## config.mk

```make
export PLATFORM = sky130hd
export DESIGN_NAME = tcm_arbiter
export DESIGN_NICKNAME = d
export VERILOG_FILES = /design/src/rtl/tcm_arb_pkg.sv /design/src/rtl/tcm_arb_starve_cnt.sv /design/src/rtl/tcm_arbiter.sv
export SDC_FILE = /design/constraint.sdc
export NUM_CORES = 1
export LEC_CHECK = 0
export CAP_MARGIN = 20
export CORE_MARGIN = 3
export CORE_UTILIZATION = 25
export CTS_CLUSTER_DIAMETER = 40
export DETAILED_ROUTE_END_ITERATION = 8
export HOLD_SLACK_MARGIN = 0.1
export PLACE_DENSITY = 0.7
export SYNTH_ARGS = -nofsm -noshare
export SYNTH_HDL_FRONTEND = slang
export SYNTH_SLANG_ARGS = --single-unit
```

## constraint.sdc

```tcl
create_clock -name clk -period 5.61 [get_ports clk]
set_input_delay 1.683 -clock clk [delete_from_list [all_inputs] [get_ports clk]]
set_output_delay 1.683 -clock clk [all_outputs]
set_load 0.05 [all_outputs]
```

## src/rtl/tcm_arb_pkg.sv

```systemverilog
// Shared constants and response-owner encoding for the TCM arbiter.
package tcm_arb_pkg;

    localparam int unsigned TCM_AW = 30;
    localparam int unsigned TCM_DW = 32;

    typedef enum logic [1:0] {
        OWN_NONE = 2'd0,
        OWN_IF   = 2'd1,
        OWN_D    = 2'd2
    } owner_e;

endpackage

```

## src/rtl/tcm_arb_starve_cnt.sv

```systemverilog
// Saturating count of consecutive refused fetch cycles.
// force_o asks the arbiter to hand the SRAM to the fetch port.
module tcm_arb_starve_cnt #(
    parameter int unsigned STARVE_MAX = 4
) (
    input  logic clk,
    input  logic rst,
    input  logic inc_i,
    input  logic clr_i,
    output logic force_o
);

    localparam logic [3:0] MAX_C = 4'(STARVE_MAX);

    logic [3:0] cnt_q;
    logic [3:0] cnt_d;

    // Next count: clear wins over increment, increment stops at the limit.
    always_comb begin
        cnt_d = cnt_q;
        if (clr_i) begin
            cnt_d = 4'd0;
        end else if (inc_i && (cnt_q != MAX_C)) begin
            cnt_d = cnt_q + 4'd1;
        end else begin
            cnt_d = cnt_q;
        end
    end

    // Count register.
    always_ff @(posedge clk) begin
        if (rst) begin
            cnt_q <= 4'd0;
        end else begin
            cnt_q <= cnt_d;
        end
    end

    assign force_o = (cnt_q == MAX_C);

endmodule

```

## src/rtl/tcm_arbiter.sv

```systemverilog
// Arbitrates one single-port TCM SRAM between instruction fetch and data ports.
// Define TCM_ARB_STATS_EN to add the stat_conflicts / stat_forced counters.
module tcm_arbiter
    import tcm_arb_pkg::*;
#(
    parameter int unsigned AW         = TCM_AW,
    parameter int unsigned DW         = TCM_DW,
    parameter int unsigned STARVE_MAX = 4
) (
    input  logic          clk,
    input  logic          rst,
    input  logic          if_req,
    input  logic [AW-1:0] if_addr,
    output logic          if_gnt,
    output logic          if_rvalid,
    output logic [DW-1:0] if_rdata,
    input  logic          d_req,
    input  logic          d_we,
    input  logic [AW-1:0] d_addr,
    input  logic [DW-1:0] d_wdata,
    output logic          d_gnt,
    output logic          d_rvalid,
    output logic [DW-1:0] d_rdata,
    output logic          mem_en,
    output logic          mem_we,
    output logic [AW-1:0] mem_addr,
    output logic [DW-1:0] mem_wdata,
    input  logic [DW-1:0] mem_rdata,
    output logic          core_stall
`ifdef TCM_ARB_STATS_EN
    ,
    output logic [31:0]   stat_conflicts,
    output logic [31:0]   stat_forced
`endif
);

    owner_e        resp_owner_q;
    owner_e        resp_owner_d;
    logic [DW-1:0] if_hold_q;
    logic [DW-1:0] d_hold_q;
    logic          force_s;

    tcm_arb_starve_cnt #(
        .STARVE_MAX (STARVE_MAX)
    ) u_starve (
        .clk     (clk),
        .rst     (rst),
        .inc_i   (if_req & d_gnt),
        .clr_i   (if_gnt | ~if_req),
        .force_o (force_s)
    );

    // Grant selection: data wins unless fetch has been starved long enough.
    always_comb begin
        if_gnt = 1'b0;
        d_gnt  = 1'b0;
        if (rst) begin
            if_gnt = 1'b0;
            d_gnt  = 1'b0;
        end else if (if_req && (!d_req || force_s)) begin
            if_gnt = 1'b1;
        end else if (d_req) begin
            d_gnt = 1'b1;
        end else begin
            if_gnt = 1'b0;
            d_gnt  = 1'b0;
        end
    end

    // SRAM port is steered from whichever requester was granted.
    always_comb begin
        mem_en     = if_gnt | d_gnt;
        mem_we     = d_gnt & d_we;
        mem_addr   = '0;
        mem_wdata  = '0;
        if (d_gnt) begin
            mem_addr  = d_addr;
            mem_wdata = d_wdata;
        end else if (if_gnt) begin
            mem_addr  = if_addr;
        end else begin
            mem_addr  = '0;
        end
        core_stall = (if_req & ~if_gnt) | (d_req & ~d_gnt);
    end

    // Owner of the read whose data comes back next cycle; writes own nothing.
    always_comb begin
        resp_owner_d = OWN_NONE;
        if (if_gnt) begin
            resp_owner_d = OWN_IF;
        end else if (d_gnt && !d_we) begin
            resp_owner_d = OWN_D;
        end else begin
            resp_owner_d = OWN_NONE;
        end
    end

    // Response owner and per-port last-delivered read data.
    always_ff @(posedge clk) begin
        if (rst) begin
            resp_owner_q <= OWN_NONE;
            if_hold_q    <= '0;
            d_hold_q     <= '0;
        end else begin
            resp_owner_q <= resp_owner_d;
            if (resp_owner_q == OWN_IF) begin
                if_hold_q <= mem_rdata;
            end
            if (resp_owner_q == OWN_D) begin
                d_hold_q <= mem_rdata;
            end
        end
    end

    // A response landing in a reset cycle is dropped rather than delivered.
    always_comb begin
        if_rvalid = (resp_owner_q == OWN_IF) && !rst;
        d_rvalid  = (resp_owner_q == OWN_D) && !rst;
        if_rdata  = if_rvalid ? mem_rdata : if_hold_q;
        d_rdata   = d_rvalid ? mem_rdata : d_hold_q;
    end

`ifdef TCM_ARB_STATS_EN
    logic [31:0] stat_conflicts_q;
    logic [31:0] stat_forced_q;

    // Wrapping event counters.
    always_ff @(posedge clk) begin
        if (rst) begin
            stat_conflicts_q <= 32'd0;
            stat_forced_q    <= 32'd0;
        end else begin
            stat_conflicts_q <= stat_conflicts_q + ((if_req && d_req) ? 32'd1 : 32'd0);
            stat_forced_q    <= stat_forced_q + ((if_gnt && d_req) ? 32'd1 : 32'd0);
        end
    end

    assign stat_conflicts = stat_conflicts_q;
    assign stat_forced    = stat_forced_q;
`endif

    // A waiting requester must keep its address and data stable.
    a_if_stable: assert property (@(posedge clk) disable iff (rst)
        (if_req && !if_gnt) |=> (!if_req || $stable(if_addr)));
    a_d_stable: assert property (@(posedge clk) disable iff (rst)
        (d_req && !d_gnt) |=> (!d_req || $stable({d_we, d_addr, d_wdata})));

endmodule
```

# After elaboration in Yosys (flattened, before gate mapping)
# Cells that the tools add are included.
# totals
ff_bits	70
out_inout_bits	133
word_cells	43
# classes
addsub	1
n_eq_ne	4
mux	12
bitwise_logic	10
reduce_logical	11
# op_table
op	count
32-bit 2-to-1 mux	3
30-bit 2-to-1 mux	2
1-bit 2-to-1 mux	6
1-bit logical AND	5
4-bit by 1-bit adder with 4-bit output (second input constant)	1
1-bit bitwise AND	4
4-bit by 3-bit equality test with 1-bit output (second input constant)	1
4-bit by 3-bit != test with 1-bit output (second input constant)	1
2-bit OR reduction	2
1-bit zero test	3
1-bit NOT	3
1-bit OR	3
2-bit by 1-bit equality test with 1-bit output (second input constant)	1
2-bit equality test (second input constant)	1
2-bit 2-to-1 mux	1
1-bit logical OR	1

# Longest topological paths before layout
# Gate-level depths: netlist (run 1).
# depth
ltp_word	8
depth_mapped	7
ltp_nobuf	5

# Cells and area by module
# A second synthesis (run 1) with hierarchy kept.
# hier_totals
hier_cells	508
hier_area_um2	4033.9
# modules_own_cells
mod	instances	cells_each	area_each_um2
tcm_arbiter	1	483	3804.9
tcm_arb_starve_cnt	1	25	229.0

# Worst setup path after synthesis (run 1)
# Ideal clock, no wire load.
# synth_path
path_kind	input to output
from	input port rst
to	output port mem_wdata[22]
arrival_ps	2894
setup_slack_ps	1033
cell_stages	5
n_path_buf	2
path_cell_list	buf_2 nand2b_1 a21oi_2 buf_2 and2_1
# synth_between
elab_chain_cells	2
# synth_lines
element	line_no	rtl
from (decl)	tcm_arbiter.sv:11	input logic rst,
1-bit 2-to-1 mux	tcm_arbiter.sv:57	if (rst) begin
via d_gnt	tcm_arbiter.sv:21	output logic d_gnt,
32-bit 2-to-1 mux	tcm_arbiter.sv:76	if (d_gnt) begin
to (decl)	tcm_arbiter.sv:27	output logic [DW-1:0] mem_wdata,
# The timed path passes the listed nets, and every way through them passes these cells.

# Worst setup path in the final report (run 1)
# layout_path
from	input port if_req
to	output port mem_addr[18]
# layout_between
elab_chain_cells	5
# layout_lines
element	line_no	rtl
from (decl)	tcm_arbiter.sv:12	input logic if_req,
1-bit logical AND (*)	tcm_arbiter.sv:60	end else if (if_req && (!d_req || force_s)) begin
1-bit 2-to-1 mux	tcm_arbiter.sv:60	
1-bit 2-to-1 mux	tcm_arbiter.sv:57	
30-bit 2-to-1 mux	tcm_arbiter.sv:79	end else if (if_gnt) begin
30-bit 2-to-1 mux (*)	tcm_arbiter.sv:76	
to (decl)	tcm_arbiter.sv:26	output logic [AW-1:0] mem_addr,
# Every way passes the cells marked *; elsewhere a longest branch is shown, timed or not.

==> flow_summary.yaml, run 1 <==
global_route:
  vias_in_the_first_global_route: 3790
  global_route.usage.met3: 0.06780
  grt_first_pass_wirelength_mm: 22.99
  grt.total_usage: 0.1908
  groute.layer.met2.usage: 0.3717
  total_congestion_overflow: 0
  busiest_layer: "met2"
  grt_max_degree: 66
  grt_antenna_before_repair: 0
  grt_util_met1: 0.1788
drt:
  drc_violation_total_after_the_first_tritonroute_iteration: 135
  postRouteAntennaNets: 0
  avgViaCountPerCell: 4.779
  route.detailed.drc: 0
  firstDrtPassIters: 4
  detailed_route_wire_length_per_cell_um: 20.49
  via_count: 3589
  postRouteWirelength_mm: 15.39
clocking:
  cts.clk_slew.worst_paths_ns: 0.05
  ctsRootBufferMaster: "clkbuf_16"
  cts.sink_count: 70
  cts_inserted_buffers: 9
  htree_num_levels: 3
  post_cts.repair.setup_buffers: 0
  tritoncts: "built"
  quantity_of_hold_fixing_buffers_added_after_cts: 0
  latest_clock_arrival_within_the_worst_skew_pair_ns: 0.33
  post_cts.resized_instances: 0
  clk_buf_depth: 2
critical_path:
  worst_path_largest_cell_delay_ns: 0.87
  critical_path.max_fanout: 31
  worstReg2RegStart: "resp_owner_q[1]"
  worst_path_max_delay_cell: "o211a_1"
  cp_num_buf_inv: 2
  path_cells: "clkdlybuf4s50_1, o211a_1, a22o_1, buf_12"
  worstPathArrival_ns: 3.65
  crit_required_ns: 3.93
  critPathLaunch: "if_req"
  worst-r2r-cell-count: 3
  cp-end-kind: "output pin"
  critical_path.top_delay_family: "compound AO/OA/AOI/OAI gates"
  crit_cells: 4
  worstReg2RegEnd: "if_hold_q[25]"
  critPathLaunchType: "primary input"
  timing.setup.critical_path_class: "in -> out"
  reg2reg_setup_slack_ns: 3.91
final_layout:
  antenna_cells_inserted: 0
  layout.core_utilization: 0.5237
  layout_overhead_on_the_synthesized_area_pct: 99.47
  post_route_cells_drive_above_1_share: 0.3304
  fin_nets: 702
yosys:
  area_share_of_and_or_nand_nor_cells_after_synthesis: 0.08084
  syn_area_um2: 3560
  synthesized_area_fraction_occupied_by_adder_cells: 0.007030
  register_bit_count_reported_by_yosys: 70
  leading_cell_types_by_count_after_synthesis: "94 x a22o_1, 70 x dfxtp_1, 34 x mux2_1"
  yosys.area_share.xor_xnor: 0.004921
  netlist_instances: 323
  syn-num-nets: 454
  yosys-mux-area-fraction: 0.2025
  synth_area_leaders: "dfxtp_1 39%, a22o_1 23%, mux2_1 11%"
  synth_compound_gate_area_share: 0.2436
  asyncSetResetFlopFracSynth: 0
  synth_edf_count: 0
  synthMostInstantiatedCell: "a22o_1"
  synth.lib_cells_used.distinct: 23
  synth_seq_area_share: 0.3937
  dominant_register_cell_in_the_synthesized_netlist: "dfxtp_1"
  syn_avg_cell_area_um2: 11.02
  synth_largest_type_area_fraction: 0.3937
  synth_area_leader_cell: "dfxtp_1"
  synth_warnings: 0
  synth_top_family_by_area: "compound AO/OA/AOI/OAI gates"
min_path:
  hold_path_depth: 1
  hold_path.startpoint: "if_hold_q[17]"
  hold-path-endpoint: "if_hold_q[17]"
  hp-class: "reg -> reg"
die:
  die_width_um: 125.3
  design.die.area_um2: 15710
  pin_count: 262
  die_h_um: 125.3
  core.rowCount: 42
  start_util: 0.2626
  floorplan.core_area_um2: 13560
power:
  cellInternalPower_mw: 1.051
  seq_power_share: 0.340
  p_clk_frac: 0.322
  switching_power_uw: 490.2
  leakagePower_nw: 3.056
  worst_ir_drop_vdd_v: 0.0001064
  share_comb_of_total_power: 0.339
  cellPowerDensity_nw_per_um2: 217.1
  swShare: 0.3180
sta:
  final-setup-viol-count: 0
  rsz_0062_raised_after_global_routing: "no"
  maxSlewViolCount: 0
  finalHoldViolCount: 0
  finalWorstPathRequiredPeriod_ns: 5.330
  holdWs_ns: 0.4635
  setup_skew_ns: 0.006775
  fmaxAchievable_mhz: 187.6
  timing.max_slew.rel_slack: 0.3259
  finalSetupTns_ns: 0
  period_share: 0.9500
  tightestPinTransition_ns: 1.011
placement:
  post_dp_hpwl_mm: 12.55
  gp_congestion: 0.8756
  port-buffer-count: 261
flow_run:
  maxCapViolations: 0
outcome:
  run_status: "complete, no violations"
==> flip-flops by register name, indices dropped and copies added, names as in the netlist <==
| name | cells |
|---|---|
| d_hold_q | 32 |
| u_starve.cnt_q | 4 |
| if_hold_q | 32 |
| resp_owner_q | 2 |
==> through the flow <==
stage	cell area [µm²]	worst slack [ns]	cells	power (mW)
after floorplan	3560	1.033	323	0.7851
after global placement	6844	0.3436	736	1.055
after detailed placement	6844	0.2784	736	1.060
after CTS	7101	0.2692	751	1.560
after global routing	7101	0.1427	751	1.598
final	7101	0.2804	751	1.542
==> power by group through the flow <==
stage | combinational [mW] | clock (mW) | sequential (mW)
global placement | 0.522 | 0 | 0.533
floorplan | 0.255 | 0 | 0.531
finish | 0.522 | 0.496 | 0.523
CTS | 0.527 | 0.510 | 0.523
global route | 0.542 | 0.530 | 0.525
detailed placement | 0.526 | 0 | 0.534
==> logic make-up (layout without fill, tap and decap cells) <==
logic type | count (synthesis) | in the layout
AO/OA/AOI/OAI | 100 | 100
adder cells (fa/ha/maj) | 2 | 2
XOR/XNOR | 2 | 2
flip-flops | 70 | 70
AND/OR/NAND/NOR | 47 | 47
multiplexers | 64 | 64
buffers and inverters | 38 | 290
==> cells in the final DEF, fill, tap and decap left out, drive strengths merged <==
master / n
nor3: 2
clkinv: 4
nor2b: 1
nand2b: 1
and2: 33
nor2: 7
or3b: 1
clkdlybuf4s50: 129
ha: 2
clkbuf: 10
clkinvlp: 1
nand3: 1
and3b: 1
o211a: 2
inv: 7
a21oi: 4
buf: 139
a22o: 94
dfxtp: 70
xnor2: 1
xor2: 1
mux2: 64
==> per-layer routing <==
metal | wire [µm] | share of wire | vias to the layer above
met5 | 0 | 0 | -
met4 | 556 | 0.036 | 0
met3 | 1176 | 0.076 | 25
met2 | 8592 | 0.56 | 169
met1 | 5059 | 0.33 | 1685
li1 | - | - | 1710
==> cell type report <==
| class | instances | area (µm²) |
|---|---|---|
| Clock buffer | 10 | 229.0 |
| Multi-Input combinational cell | 215 | 1961 |
| Inverter | 7 | 26.28 |
| Fill cell | 1181 | 6457 |
| Timing Repair Buffer | 268 | 3236 |
| Clock inverter | 5 | 27.53 |
| Tap cell | 176 | 220.2 |
| Sequential cell | 70 | 1401 |
==> worst max-delay path by stage <==
stage	end
final	mem_addr[18]
after floorplan	mem_wdata[22]
after global placement	mem_addr[23]
after CTS	mem_addr[18]
after detailed placement	mem_addr[18]
after global routing	mem_addr[15]
(Power assumes the default switching activity.)
==> run 2: changes to the inputs <==
--- a/config.mk
+++ b/config.mk
@@ -10,8 +10,9 @@
 export CORE_UTILIZATION = 25
 export CTS_CLUSTER_DIAMETER = 40
 export DETAILED_ROUTE_END_ITERATION = 8
+export DONT_BUFFER_PORTS = 1
 export HOLD_SLACK_MARGIN = 0.1
-export PLACE_DENSITY = 0.7
+export PLACE_DENSITY = 0.46
 export SYNTH_ARGS = -nofsm -noshare
 export SYNTH_HDL_FRONTEND = slang
 export SYNTH_SLANG_ARGS = --single-unit
==> constraint.sdc (replaced) <==
create_clock -name clk -period 5.61 [get_ports clk]
set_input_delay 0.561 -clock clk [delete_from_list [all_inputs] [get_ports clk]]
set_output_delay 0.561 -clock clk [all_outputs]
set_load 0.05 [all_outputs]
==> flow_summary.yaml, run 2 (synthesized netlist as in run 1, its figures left out) <==
clocking:
  post_cts.repair.setup_buffers: 0
  post_cts.resized_instances: 0
  cts.clk_slew.worst_paths_ns: 0.05
  quantity_of_hold_fixing_buffers_added_after_cts: 0
  htree_num_levels: 3
  cts_inserted_buffers: 9
  tritoncts: "built"
  clk_buf_depth: 2
  ctsRootBufferMaster: "clkbuf_16"
  latest_clock_arrival_within_the_worst_skew_pair_ns: 0.34
  cts.sink_count: 70
critical_path:
  cp-end-kind: "output pin"
  critPathLaunchType: "register"
  critical_path.max_fanout: 47
  timing.setup.critical_path_class: "reg -> out"
  worst-r2r-cell-count: 6
  crit_required_ns: 5.05
  worstPathArrival_ns: 2.69
  reg2reg_setup_slack_ns: 3.61
sta:
  fmaxAchievable_mhz: 307.4
  final-setup-viol-count: 0
  period_share: 0.5798
  timing.max_slew.rel_slack: 0.3324
  maxSlewViolCount: 0
  finalWorstPathRequiredPeriod_ns: 3.253
  tightestPinTransition_ns: 0.9992
  finalHoldViolCount: 0
  rsz_0062_raised_after_global_routing: "no"
  setup_skew_ns: 0.005057
  finalSetupTns_ns: 0
final_layout:
  final_instance_count_without_filler_cells: 498
  layout_overhead_on_the_synthesized_area_pct: 12.62
  post-route-cell-area_um2: 4009
  layout.core_utilization: 0.2957
  most_common_library_cell_in_the_layout_ignoring_fill_and_taps: "a22o_1"
  fill_cells: 1398
  reg.largest.list: "d_hold_q: 32 flops, if_hold_q: 32 flops, u_starve.cnt_q: 4 flops"
  post_route_cells_drive_above_1_share: 0.1789
  fin_nets: 439
  mostFrequentLayoutCells: "94 x a22o_1, 70 x dfxtp_1, 34 x mux2_1"
placement:
  gp_congestion: 1.026
  port-buffer-count: 0
  dp_cells: 473
  postPlaceCellArea_um2: 3646
  post_dp_hpwl_mm: 10.67
global_route:
  total_congestion_overflow: 0
  grt_antenna_before_repair: 12
  vias_in_the_first_global_route: 2641
  grt_max_degree: 66
  grt.total_usage: 0.1652
  grt_first_pass_wirelength_mm: 19.03
power:
  worst_ir_drop_vdd_v: 0.0001169
  leakagePower_nw: 1.644
  cellPowerDensity_nw_per_um2: 359.9
die:
  core.rowCount: 42
  die_h_um: 125.3
  die_width_um: 125.3
  floorplan.core_area_um2: 13560
  design.die.area_um2: 15710
  pin_count: 262
  start_util: 0.2626
drt:
  drc_violation_total_after_the_first_tritonroute_iteration: 92
  detailed_route_wire_length_per_cell_um: 27.59
  avgViaCountPerCell: 5.414
  firstDrtPassIters: 4
  postRouteAntennaNets: 0
  route.detailed.drc: 0
  via_count: 2696
  postRouteWirelength_mm: 13.74
flow_run:
  maxCapViolations: 0
min_path:
  hold_path_depth: 1
  hp-class: "in -> reg"
outcome:
  run_status: "complete, no violations"
-- run 2: metrics by stage --
stage	power, mW	hold slack [ns]	setup WS [ns]
CTS	1.465	0.2757	2.349
global route	1.491	0.2842	2.185
detailed placement	0.8071	0.4518	2.708
floorplan	0.7851	0.4297	3.277
global placement	0.8047	0.4482	2.776
finish	1.443	0.2928	2.357
-- run 2: critical path, cell delays in order, from the launching register on --
cell and delay [ns]:
dfxtp_1 0.37, inv_1 0.06, ha_1 0.18, and3b_1 0.23
a21oi_4 0.35, buf_4 0.53, a22o_1 0.60
-- run 2: worst paths after layout --
check	from	endpoint
max reg2reg	u_starve.cnt_q[0]	resp_owner_q[1]
min reg2reg	if_hold_q[22]	if_hold_q[22]
min	d_we	resp_owner_q[1]
max	u_starve.cnt_q[0]	mem_addr[9]
-- run 2: layout make-up --
type                    count  area [µm²]  share of cell area
multi-input cells         215        1961              0.4891
inverters                   7       26.28            0.006554
clock buffers              11       232.7             0.05805
clock inverters             5       107.6             0.02684
repair buffers              5       37.54            0.009363
flip-flops and latches     70        1401              0.3496
well taps                 176       220.2             0.05493
diodes                      9       22.52            0.005618
-- run 2: layer usage --
metal  wire length [µm]  track usage  share of wire
met5                 30            0         0.0022
met4                807       0.1103          0.059
met3               1401      0.07548           0.10
met2               7012       0.2920           0.51
met1               4489       0.1517           0.33
-- run 2: power by group --
group | internal, mW | leakage [nW] | switching, mW
Combinational | 0.0498 | 0.912 | 0.222
Sequential | 0.514 | 0.568 | 0.00893
Clock | 0.436 | 0.164 | 0.213
